### src/rtl/console_tick_pkg.sv
// Shared types and helpers for the collect-console sample-tick generator.
package console_tick_pkg;

    typedef enum logic [3:0] {
        FSAMP_1KHZ  = 4'h1,
        FSAMP_2KHZ  = 4'h2,
        FSAMP_4KHZ  = 4'h3,
        FSAMP_8KHZ  = 4'h4,
        FSAMP_16KHZ = 4'h5
    } fsamp_t;

    typedef enum logic [2:0] {
        IDLE = 3'b001,
        WAIT = 3'b010,
        DONE = 3'b100
    } tick_state_t;

    localparam int unsigned HOLD_W = 16;

    // Rate codes 1..5 halve the 1 kHz period per step; anything else runs at 1 kHz.
    function automatic int unsigned period_of(input logic [3:0] code,
                                              input int unsigned clk_div_1k);
        int unsigned p;
        p = clk_div_1k;
        if (code >= FSAMP_1KHZ && code <= FSAMP_16KHZ)
            p = clk_div_1k >> (code - 4'h1);
        return p;
    endfunction

endpackage

### src/rtl/console_tick_chan.sv
// One sample-tick channel: period divider, IDLE/WAIT/DONE FSM, hold timer,
// sticky timeout flag and saturating overrun counter.
module console_tick_chan
    import console_tick_pkg::*;
#(
    parameter int unsigned DIV_W      = 16,
    parameter int unsigned CLK_DIV_1K = 50000,
    parameter int unsigned TIMEOUT    = 128,
    parameter int unsigned MISS_W     = 8
) (
    input  logic              clk,
    input  logic              rst,
    input  logic              work,
    input  logic [3:0]        freq_samp,
    input  logic              fd,
    input  logic              err_clr,
    output logic              fs,
    output logic              to_flag,
    output logic [MISS_W-1:0] miss_cnt
);

    tick_state_t       state;
    logic [DIV_W-1:0]  cnt;
    logic [DIV_W-1:0]  per;
    logic [DIV_W-1:0]  per_next;
    logic [HOLD_W-1:0] hold;
    logic              tick;
    logic              hold_exp;

    assign per_next = DIV_W'(period_of(freq_samp, CLK_DIV_1K));
    assign tick     = (cnt == per - DIV_W'(1));
    assign hold_exp = (hold == HOLD_W'(TIMEOUT - 1));
    assign fs       = (state == DONE);

    always_ff @(posedge clk or posedge rst) begin
        if (rst) begin
            state    <= IDLE;
            cnt      <= '0;
            per      <= DIV_W'(CLK_DIV_1K);
            hold     <= '0;
            to_flag  <= 1'b0;
            miss_cnt <= '0;
        end else begin
            if (!work) begin
                state <= IDLE;
                cnt   <= '0;
                hold  <= '0;
                per   <= per_next;
            end else begin
                case (state)
                    IDLE: begin
                        state <= WAIT;
                        cnt   <= '0;
                        hold  <= '0;
                        per   <= per_next;
                    end
                    WAIT: begin
                        if (tick) begin
                            cnt   <= '0;
                            per   <= per_next;
                            hold  <= '0;
                            state <= DONE;
                        end else begin
                            cnt <= cnt + DIV_W'(1);
                        end
                    end
                    DONE: begin
                        cnt <= tick ? '0 : cnt + DIV_W'(1);
                        // A new tick re-arms the strobe; it outranks both ack and timeout.
                        if (tick) begin
                            per  <= per_next;
                            hold <= '0;
                            if (!fd && miss_cnt != '1)
                                miss_cnt <= miss_cnt + MISS_W'(1);
                        end else if (fd) begin
                            state <= WAIT;
                            hold  <= '0;
                        end else if (hold_exp) begin
                            state   <= WAIT;
                            hold    <= '0;
                            to_flag <= 1'b1;
                        end else begin
                            hold <= hold + HOLD_W'(1);
                        end
                    end
                    default: begin
                        state <= IDLE;
                        cnt   <= '0;
                        hold  <= '0;
                    end
                endcase
            end
            if (err_clr) begin
                to_flag  <= 1'b0;
                miss_cnt <= '0;
            end
        end
    end

endmodule

### src/rtl/console_tick_multi.sv
// NCH independent sample-tick channels sharing run enable and error clear.
module console_tick_multi
    import console_tick_pkg::*;
#(
    parameter int unsigned NCH        = 4,
    parameter int unsigned DIV_W      = 16,
    parameter int unsigned CLK_DIV_1K = 50000,
    parameter int unsigned TIMEOUT    = 128,
    parameter int unsigned MISS_W     = 8
) (
    input  logic                  clk,
    input  logic                  rst,
    input  logic                  work,
    input  logic [4*NCH-1:0]      freq_samp,
    input  logic [NCH-1:0]        fd,
    input  logic                  err_clr,
    output logic [NCH-1:0]        fs,
    output logic [NCH-1:0]        to_flag,
    output logic [MISS_W*NCH-1:0] miss_cnt
);

    for (genvar i = 0; i < NCH; i++) begin : g_chan
        console_tick_chan #(
            .DIV_W      (DIV_W),
            .CLK_DIV_1K (CLK_DIV_1K),
            .TIMEOUT    (TIMEOUT),
            .MISS_W     (MISS_W)
        ) u_chan (
            .clk       (clk),
            .rst       (rst),
            .work      (work),
            .freq_samp (freq_samp[4*i +: 4]),
            .fd        (fd[i]),
            .err_clr   (err_clr),
            .fs        (fs[i]),
            .to_flag   (to_flag[i]),
            .miss_cnt  (miss_cnt[MISS_W*i +: MISS_W])
        );
    end

endmodule

### config.mk
export PLATFORM = sky130hd
export DESIGN_NAME = console_tick_multi
export DESIGN_NICKNAME = d
export VERILOG_FILES = /design/src/rtl/console_tick_pkg.sv /design/src/rtl/console_tick_chan.sv /design/src/rtl/console_tick_multi.sv
export SDC_FILE = /design/constraint.sdc
export NUM_CORES = 1
export LEC_CHECK = 0
export CORE_MARGIN = 4
export CORE_UTILIZATION = 65
export DETAILED_ROUTE_END_ITERATION = 8
export PLACE_DENSITY = 0.81
export SYNTH_ARGS = -nofsm -noshare
export SYNTH_HDL_FRONTEND = slang
export SYNTH_SLANG_ARGS = --single-unit
### constraint.sdc
create_clock -name clk -period 18.3 [get_ports clk]
set_input_delay 3.66 -clock clk [delete_from_list [all_inputs] [get_ports clk]]
set_output_delay 3.66 -clock clk [all_outputs]
set_load 0.05 [all_outputs]
Word-level counts from Yosys, hierarchy flattened
Cells that the tools add are included. W data, S select, Z words.

Add/subtract/negate cells: 20. Magnitude comparators: 8. Equal/unequal tests: 52. Shift operators: 4. Mux-type cells: 120. Reductions and logical operators: 49.

Operator list (number): $mux W16 (44); $pmux W16 S2 (8); $mux W8 (20); $add A16 B1 Y16 const B (8); $eq A16 B16 Y1 (4); $eq A16 B7 Y1 const B (4); $shr A16 B4 Y16 const A (4); $sub A16 B1 Y16 const B (4); $mux W3 (20); $ne A3 B2 Y1 const B (12); $pmux W3 S3 (4); $reduce_bool A2 Y1 (17); $add A8 B1 Y8 const B (4); $ne A8 B8 Y1 const B (4); $mux W1 (24); $reduce_and A5 Y1 (4); $ge A4 B1 Y1 const B (4); $le A4 B3 Y1 const B (4); $ne A4 B4 Y1 const B (4); $reduce_and A4 Y1 (4); $sub A4 B1 Y4 const B (4); $eq A3 B1 Y1 const B (4); $eq A3 B2 Y1 const B (4); $eq A3 B3 Y1 const B (4); 8 further kinds (36).

Flip-flop bits (word level): 240. Bits of input ports: 24. Logic and storage cells: 277.

Logic depth before layout (Yosys ltp)
Gate-level depths: netlist of the first run.

Depth after elaboration: 7. Depth in mapped cells: 13. Gate-level depth less buffers: 11.

Modules after synthesis
Synthesis of the first run repeated with hierarchy kept, for this count alone.

Cell total of the unflattened synthesis: 1727. Area, all modules: 15317.2 um^2.

Modules (own cells, without submodules): console_tick_chan (g_chan[0].u_chan ...) (instances 3, cells each 434, area an instance 3814.9 um^2, sequential area each 1510.2 um^2); console_tick_chan (g_chan[3].u_chan) (instances 1, cells each 425, area an instance 3872.5 um^2, sequential area each 1510.2 um^2).

Least setup slack after synthesis of the first run
OpenSTA, ideal clock, no wires.

Path type: input-to-reg. From: in freq_samp[12]. To: reg g_chan[3].u_chan.per[0]. Setup time: 0.125 ns. Data arrival time: 5.758 ns. Setup slack: 12.417 ns. Cell stages on the path: 10. Buffers on the path: 2. Cells stage by stage: clkbuf_1 > inv_1 > ha_1 > xor2_1 > inv_1 > clkbuf_1 > ha_1 > nand2_1 > a21oi_1 > mux2_2.

Word-level cells in the longest chain between the ends: 6. Elaborated cells on any way between the ends: 9. Those cells by class: add/sub (1); order compare (2); shift (1); mux (4); reduce/logical (1).

Ends and longest elaborated chain: from (decl) (RTL line console_tick_multi.sv:14) `input logic [4*NCH-1:0] freq_samp,`; $sub A4 B1 Y4, or another cell as far along (RTL line console_tick_pkg.sv:26) `p = clk_div_1k >> (code - 4'h1);`; $shr A16 B4 Y16 / $logic_and A1 B1 Y1 (equally long branches) (RTL line console_tick_pkg.sv:26, console_tick_pkg.sv:25); $mux W16 * (RTL line console_tick_pkg.sv:25) `if (code >= FSAMP_1KHZ && code <= FSAMP_16KHZ)`; $mux W16 (RTL line console_tick_chan.sv:58, console_tick_chan.sv:70); $pmux W16 S2 (RTL line console_tick_chan.sv:50) `case (state)`; $mux W16 * (RTL line console_tick_chan.sv:44) `if (!work) begin`; to (signal assigned) (RTL line console_tick_chan.sv:48) `per <= per_next;`; to (signal assigned) (RTL line console_tick_chan.sv:60) `per <= per_next;`; to (signal assigned) (RTL line console_tick_chan.sv:71) `per <= per_next;`; to (decl) (RTL line console_tick_chan.sv:24) `logic [DIV_W-1:0] per;`.

Mark *: on every way between the ends. The rest lies on a longest branch, timed or not. The select of a mux whose other input is x is not followed. A chain may end at the register's enable or synchronous reset.

Final worst setup path of the first run
From: in freq_samp[12]. To: reg g_chan[3].u_chan.per[5].

Same word-level chain as after synthesis.

==> results of run 1 <==
## synthesized netlist by cell type, types with 12 or more instances
cell,n,area (um^2)
nor2_1,248,930.9
dfrtp_1,212,5305
nand2_1,121,454.2
xor2_1,98,858.3
xnor2_1,86,753.2
a21oi_1,84,420.4
nand3_1,82,410.4
o21ai_0,77,385.4
inv_1,67,251.5
nor3_1,63,315.3
clkbuf_1,58,217.7
and3_1,52,325.3
ha_1,48,600.6
mux2_2,39,439.2
mux2i_1,32,320.3
dfstp_2,28,735.7
nand4_1,25,156.4
a31oi_1,24,150.1
nor4_1,24,150.1
nand2b_1,22,137.6
or3_1,14,87.58
and2_1,13,81.33
nor2b_1,13,81.33
or4_1,13,97.59
o211ai_1,12,90.09
## registers in the layout (all words and copies together) (netlist names)
name                    cells
g_chan.u_chan.miss_cnt     32
g_chan.u_chan.to_flag       4
g_chan.u_chan.cnt          64
g_chan.u_chan.hold         64
g_chan.u_chan.state        12
g_chan.u_chan.per          64
## worst register-to-register path: cells and delay by family (launching register included)
family,cells,cell delay (ns)
mux,1,0.42
fa+ha+maj,1,0.27
flops,1,0.43
simple gates,3,1.26
compound gates,4,1.16
buf+inv,2,0.42
## kinds of logic after synthesis
kind of cell | Yosys count | share of synthesized area [%]
AOI/OAI and AO/OA | 309 | 12.89
buffers and inverters | 145 | 3.893
and+or+nand+nor | 751 | 24.43
muxes | 71 | 4.954
DFF | 240 | 39.40
xor gates and xnor gates | 184 | 10.51
adders and majority gates | 48 | 3.917
## routing by layer
metal | global-route usage (%) | up-vias | routed length, um
li1 | - | 6230 | -
met1 | 35.78 | 6211 | 15520
met2 | 42.64 | 325 | 16140
met3 | 3.802 | 71 | 1576
met4 | 8.104 | 0 | 797
met5 | 0 | - | 0
## power by group through the flow
stage / Clock [mW] / Sequential [mW] / Combinational [mW]
floorplan: 0 / 0.587 / 0.171
global placement: 0 / 0.600 / 0.198
detailed placement: 0 / 0.602 / 0.204
CTS: 0.549 / 0.593 / 0.206
global route: 0.572 / 0.598 / 0.232
finish: 0.541 / 0.594 / 0.207
## worst max-delay path by stage
stage | endpoint | slack [ns] | depth (start not counted)
after floorplan | g_chan[0].u_chan.cnt[0] | 8.10 | 1
after global placement | g_chan[3].u_chan.per[5] | 11.43 | 10
after detailed placement | g_chan[3].u_chan.per[5] | 11.32 | 10
after CTS | g_chan[3].u_chan.per[5] | 11.87 | 10
after global routing | g_chan[3].u_chan.per[5] | 11.48 | 10
final | g_chan[3].u_chan.per[5] | 11.77 | 10
## per-stage QoR
stage | cells | setup WS (ns) | total power, mW | instance area (um^2)
2_1_floorplan | 1748 | 8.098 | 0.7582 | 15330
3_3_place_gp | 2053 | 11.43 | 0.7984 | 16060
3_5_place_dp | 2053 | 11.32 | 0.8055 | 16060
4_1_cts | 2101 | 11.87 | 1.348 | 16950
5_1_grt | 2101 | 11.48 | 1.401 | 16950
6_report | 2101 | 11.77 | 1.342 | 16950
## placed cells by master (no fill, tap or decap), drive strengths merged, types with 26 or more instances in the layout
| cell type | n |
|---|---|
| nor3 | 63 |
| dfstp | 28 |
| nor4 | 26 |
| a21oi | 84 |
| nand3 | 83 |
| nand2 | 121 |
| xnor2 | 86 |
| and3 | 52 |
| mux2 | 39 |
| nor2 | 248 |
| xor2 | 98 |
| clkbuf | 40 |
| clkdlybuf4s50 | 62 |
| ha | 48 |
| o21ai | 80 |
| dfrtp | 212 |
| inv | 67 |
| mux2i | 32 |
## layout make-up
type                            instances  share of cell area (%)
Sequential cell                       240                   35.64
Clock buffer                           40                   4.444
Multi-Input combinational cell       1363                   51.32
Clock inverter                          8                  0.7751
Tap cell                              313                   2.311
Timing Repair Buffer                   69                   3.957
Inverter                               68                   1.550
==> metrics.txt, run 1 <==
Initial Utilization=66.90%; GRT Residual Overflow=0; clock-pin slew on the worst setup and hold paths=0.06 ns; Setup Buffers After CTS=0; reg2reg start=g_chan[0].u_chan.per[0]; clk sinks=240; initial antenna violation count=0; Mapped Nets=1,820; shortest period the worst path allows=6.529 ns; routed len/inst=16.20 um; Worst Hold Margin=0.4809 ns; crit path DAT=6.95 ns; Syn-to-layout area delta=10.55%; Logic pwr share=15.4%; Synth cell types=79; final worst-path cycle share=35.68%; Sw Share=27.68%; share of cells above drive strength 1=8.389%; static leakage=7.175 nW; Yosys reg bits=240; Power Dens Cells=79.17 nW/um^2; P_int=970.4 uW; Die X=161.6 um; Final TNS setup=0 ns; Min-Delay Endpoint=g_chan[3].u_chan.per[15]; fin nets=1,840; EDFF count, synth=0; worst hold path type=flop to flop; Antenna Violating Nets Remaining=0; Startpoint Class=primary input; fin util=73.96%; IO Count=64; number of global-route vias before repair=12,540; Synth Cell Area=15,330 um^2; FMAX=153.2 MHz; Slew @ Worst Pin=1.284 ns; Synth Area per Inst=8.771 um^2; Final Hold Violating Endpoints=0; DP Wirelength=23.58 mm; Hold Crit Depth=2; Root Driver=clkbuf_16; clk_lat worst skew=0.54 ns; Ant. Diodes=0; hold path start=g_chan[3].u_chan.per[15]; CP top delay family=buffers and inverters; die height=161.6 um; Max stage delay on crit path=0.70 ns; synthesis warning total=0; Rows=55; Placer Congestion=0.8907; outcome=finished, final reports clean; CP cell instances=clkdlybuf4s50_1 -> inv_1 -> ha_1 -> xor2_1 -> inv_1 -> o21ai_1 -> nor2_1 -> o21ai_0 -> o21ai_0 -> mux2_2; fillers=1,696; Final Max Slew Viols=0; Pre-antenna DRT Iters=6; H-Tree Depth=1; routed via count=12,840; Initial DRC Count=1,041; Synth async-reset ratio=100.0%; number of max-cap violations=0; cts hold-fix bufs=0; cell count after synthesis=1,748; Sw Pwr=371.5 uW; Final Setup Violations=0; Worst Skew=0.01337 ns; RSZ-0062 raised after global routing=false; crit path max-delay cell type=clkdlybuf4s50_1; Max IR drop VDD=0.00009226 V; R2R Path End=g_chan[0].u_chan.per[5]; area of the multi-input gates=8698 um^2; Port Buffers=63; worst path buffer plus inverter count=3; DRC Markers=0; Clk pwr share=40.4%; leading register cell type out of synthesis=dfrtp_1; CP Class=primary input to flop; post-CTS resize count=0; Routed WL=34.03 mm; DIE AREA=26,110 um^2; largest net degree at the start of global routing=90; core area=22,920 um^2; crit path launch=freq_samp[12]; Vias/cell=6.110; Worst Setup End Kind=flop; Clock Path Buffers=3; TritonCTS Buffers=26; register area=6041 um^2; critical path peak fanout=13; Seq/Total Area, Yosys=39.40%; Reg2Reg Setup Slack=14.23 ns; first-pass GRT wire length=58.67 mm; Flop pwr share=44.2%; CTS tree=yes; Crit path required time=18.72 ns; Global Route Usage Sum=25.93%; Slew HR=13.48%; worst r2r path cells=11
(Power assumes the default switching activity.)
==> run 2: changes to the inputs <==
--- a/config.mk
+++ b/config.mk
@@ -6,9 +6,9 @@
 export NUM_CORES = 1
 export LEC_CHECK = 0
 export CORE_MARGIN = 4
-export CORE_UTILIZATION = 65
+export CORE_UTILIZATION = 56
 export DETAILED_ROUTE_END_ITERATION = 8
-export PLACE_DENSITY = 0.81
+export PLACE_DENSITY = 0.73
 export SYNTH_ARGS = -nofsm -noshare
 export SYNTH_HDL_FRONTEND = slang
 export SYNTH_SLANG_ARGS = --single-unit
==> constraint.sdc (replaced) <==
create_clock -name clk -period 5.5 [get_ports clk]
set_input_delay 1.1 -clock clk [delete_from_list [all_inputs] [get_ports clk]]
set_output_delay 1.1 -clock clk [all_outputs]
set_load 0.05 [all_outputs]
==> metrics.txt, run 2 (synthesis gave the netlist of run 1 again) <==
H-Tree Depth=1; clk sinks=240; Logic pwr share=14.9%; Slew HR=17.99%; fin util=63.52%; Final Hold Violating Endpoints=0; routed len/inst=15.78 um; Port Buffers=63; DIE AREA=30,090 um^2; area of the multi-input gates=8698 um^2; Rows=60; Clk pwr share=42.0%; Power Dens Cells=268.1 nW/um^2; worst path buffer plus inverter count=1; cts hold-fix bufs=0; routed via count=12,570; DRC Markers=0; Crit path required time=5.93 ns; Sw Share=27.11%; Setup Buffers After CTS=0; Initial Utilization=56.88%; Routed WL=33.71 mm; core area=26,950 um^2; Sw Pwr=1.244 mW; Slew @ Worst Pin=1.217 ns; Largest regs=g_chan.u_chan.cnt: 64 flops, g_chan.u_chan.hold: 64 flops, g_chan.u_chan.per: 64 flops; CTS tree=yes; P_int=3.346 mW; crit path max-delay cell type=o21a_1; Placer Congestion=0.8912; Clock Path Buffers=3; Reg2Reg Setup Slack=1.54 ns; Flop pwr share=43.0%; Global Route Usage Sum=21.89%; DP Wirelength=23.72 mm; Final TNS setup=0 ns; post-CTS resize count=0; outcome=finished, final reports clean; Worst Hold Margin=0.4745 ns; clk_lat worst skew=0.54 ns; Die X=173.5 um; commonest non-fill, non-tap cell in the layout=nor2_1; critical path peak fanout=30; Initial DRC Count=967; number of max-cap violations=0; Final Setup Violations=0; final worst-path cycle share=72.03%; most frequent cells in the layout=nor2_1, dfrtp_1, nand2_1, xor2_1, xnor2_1; Startpoint Class=flop; Pre-antenna DRT Iters=5; placed inst area=16,140 um^2; FMAX=252.4 MHz; Vias/cell=5.883; die height=173.5 um; GRT Residual Overflow=0; fin nets=1,845; CP top delay family=compound AO/OA/AOI/OAI gates; static leakage=7.253 nW; initial antenna violation count=0; Worst Skew=0.01302 ns; first-pass GRT wire length=57.89 mm; clock-pin slew on the worst setup and hold paths=0.06 ns; TritonCTS Buffers=28; Final Max Slew Viols=0; fillers=2,304; Max IR drop VDD=0.0002084 V; CP cell instances=inv_1 -> ha_1 -> or4b_4 -> or3_1 -> a2111o_1 -> nor4_2 -> o2111ai_2 -> o21a_1 -> a2111oi_0 -> a21oi_1; Syn-to-layout area delta=11.67%; CP Class=flop to flop; Max stage delay on crit path=0.62 ns; post-route cell area=17,120 um^2; Antenna Violating Nets Remaining=0; shortest period the worst path allows=3.962 ns; number of global-route vias before repair=12,110; worst hold path type=flop to flop; IO Count=64; Ant. Diodes=0; Worst Setup End Kind=flop; RSZ-0062 raised after global routing=false; register area=6041 um^2; largest net degree at the start of global routing=128; share of cells above drive strength 1=8.914%; Root Driver=clkbuf_16; crit path DAT=4.39 ns
-- run 2: final timing paths --
path	startpoint	depth (start not counted)	end
min reg2reg	g_chan[3].u_chan.per[15]	2	g_chan[3].u_chan.per[15]
min in group asynchronous	rst	3	g_chan[2].u_chan.cnt[1]
max	g_chan[1].u_chan.per[0]	10	g_chan[1].u_chan.per[6]
min	g_chan[3].u_chan.per[15]	2	g_chan[3].u_chan.per[15]
max in group asynchronous	rst	3	g_chan[1].u_chan.miss_cnt[0]
max reg2reg	g_chan[1].u_chan.per[0]	10	g_chan[1].u_chan.per[6]
-- run 2: stage by stage --
stage | setup slack [ns] | std cells | power, mW
2_1_floorplan | 1.275 | 1748 | 2.523
3_3_place_gp | 1.524 | 2084 | 2.669
3_5_place_dp | 1.409 | 2084 | 2.686
4_1_cts | 1.564 | 2136 | 4.634
5_1_grt | 1.219 | 2136 | 4.809
6_report | 1.538 | 2136 | 4.591
-- run 2: power groups by stage --
stage | sequential (mW) | combinational (mW) | clock (mW)
floorplan | 1.95 | 0.568 | 0
global placement | 2.00 | 0.671 | 0
detailed placement | 2.00 | 0.682 | 0
CTS | 1.97 | 0.687 | 1.97
global route | 1.99 | 0.771 | 2.05
finish | 1.98 | 0.686 | 1.93
-- run 2: layout make-up --
type                            instances  share of cell area (%)
Clock inverter                         10                  0.7747
Inverter                               68                   1.513
Sequential cell                       240                   35.28
Tap cell                              341                   2.492
Multi-Input combinational cell       1363                   50.81
Clock buffer                           42                   4.933
Timing Repair Buffer                   72                   4.195
-- run 2: tightest hold or removal path, stage by stage, from the launching register on --
cell	delay (ns)
dfstp_2	0.37
inv_1	0.04
mux2i_1	0.06
-- run 2: layer usage --
metal | track usage [%] | vias up | share of wire (%)
li1 | - | 6213 | -
met1 | 30.61 | 6081 | 47
met2 | 36.84 | 218 | 47
met3 | 2.203 | 54 | 3.0
met4 | 5.520 | 0 | 2.5
met5 | 0 | - | 0
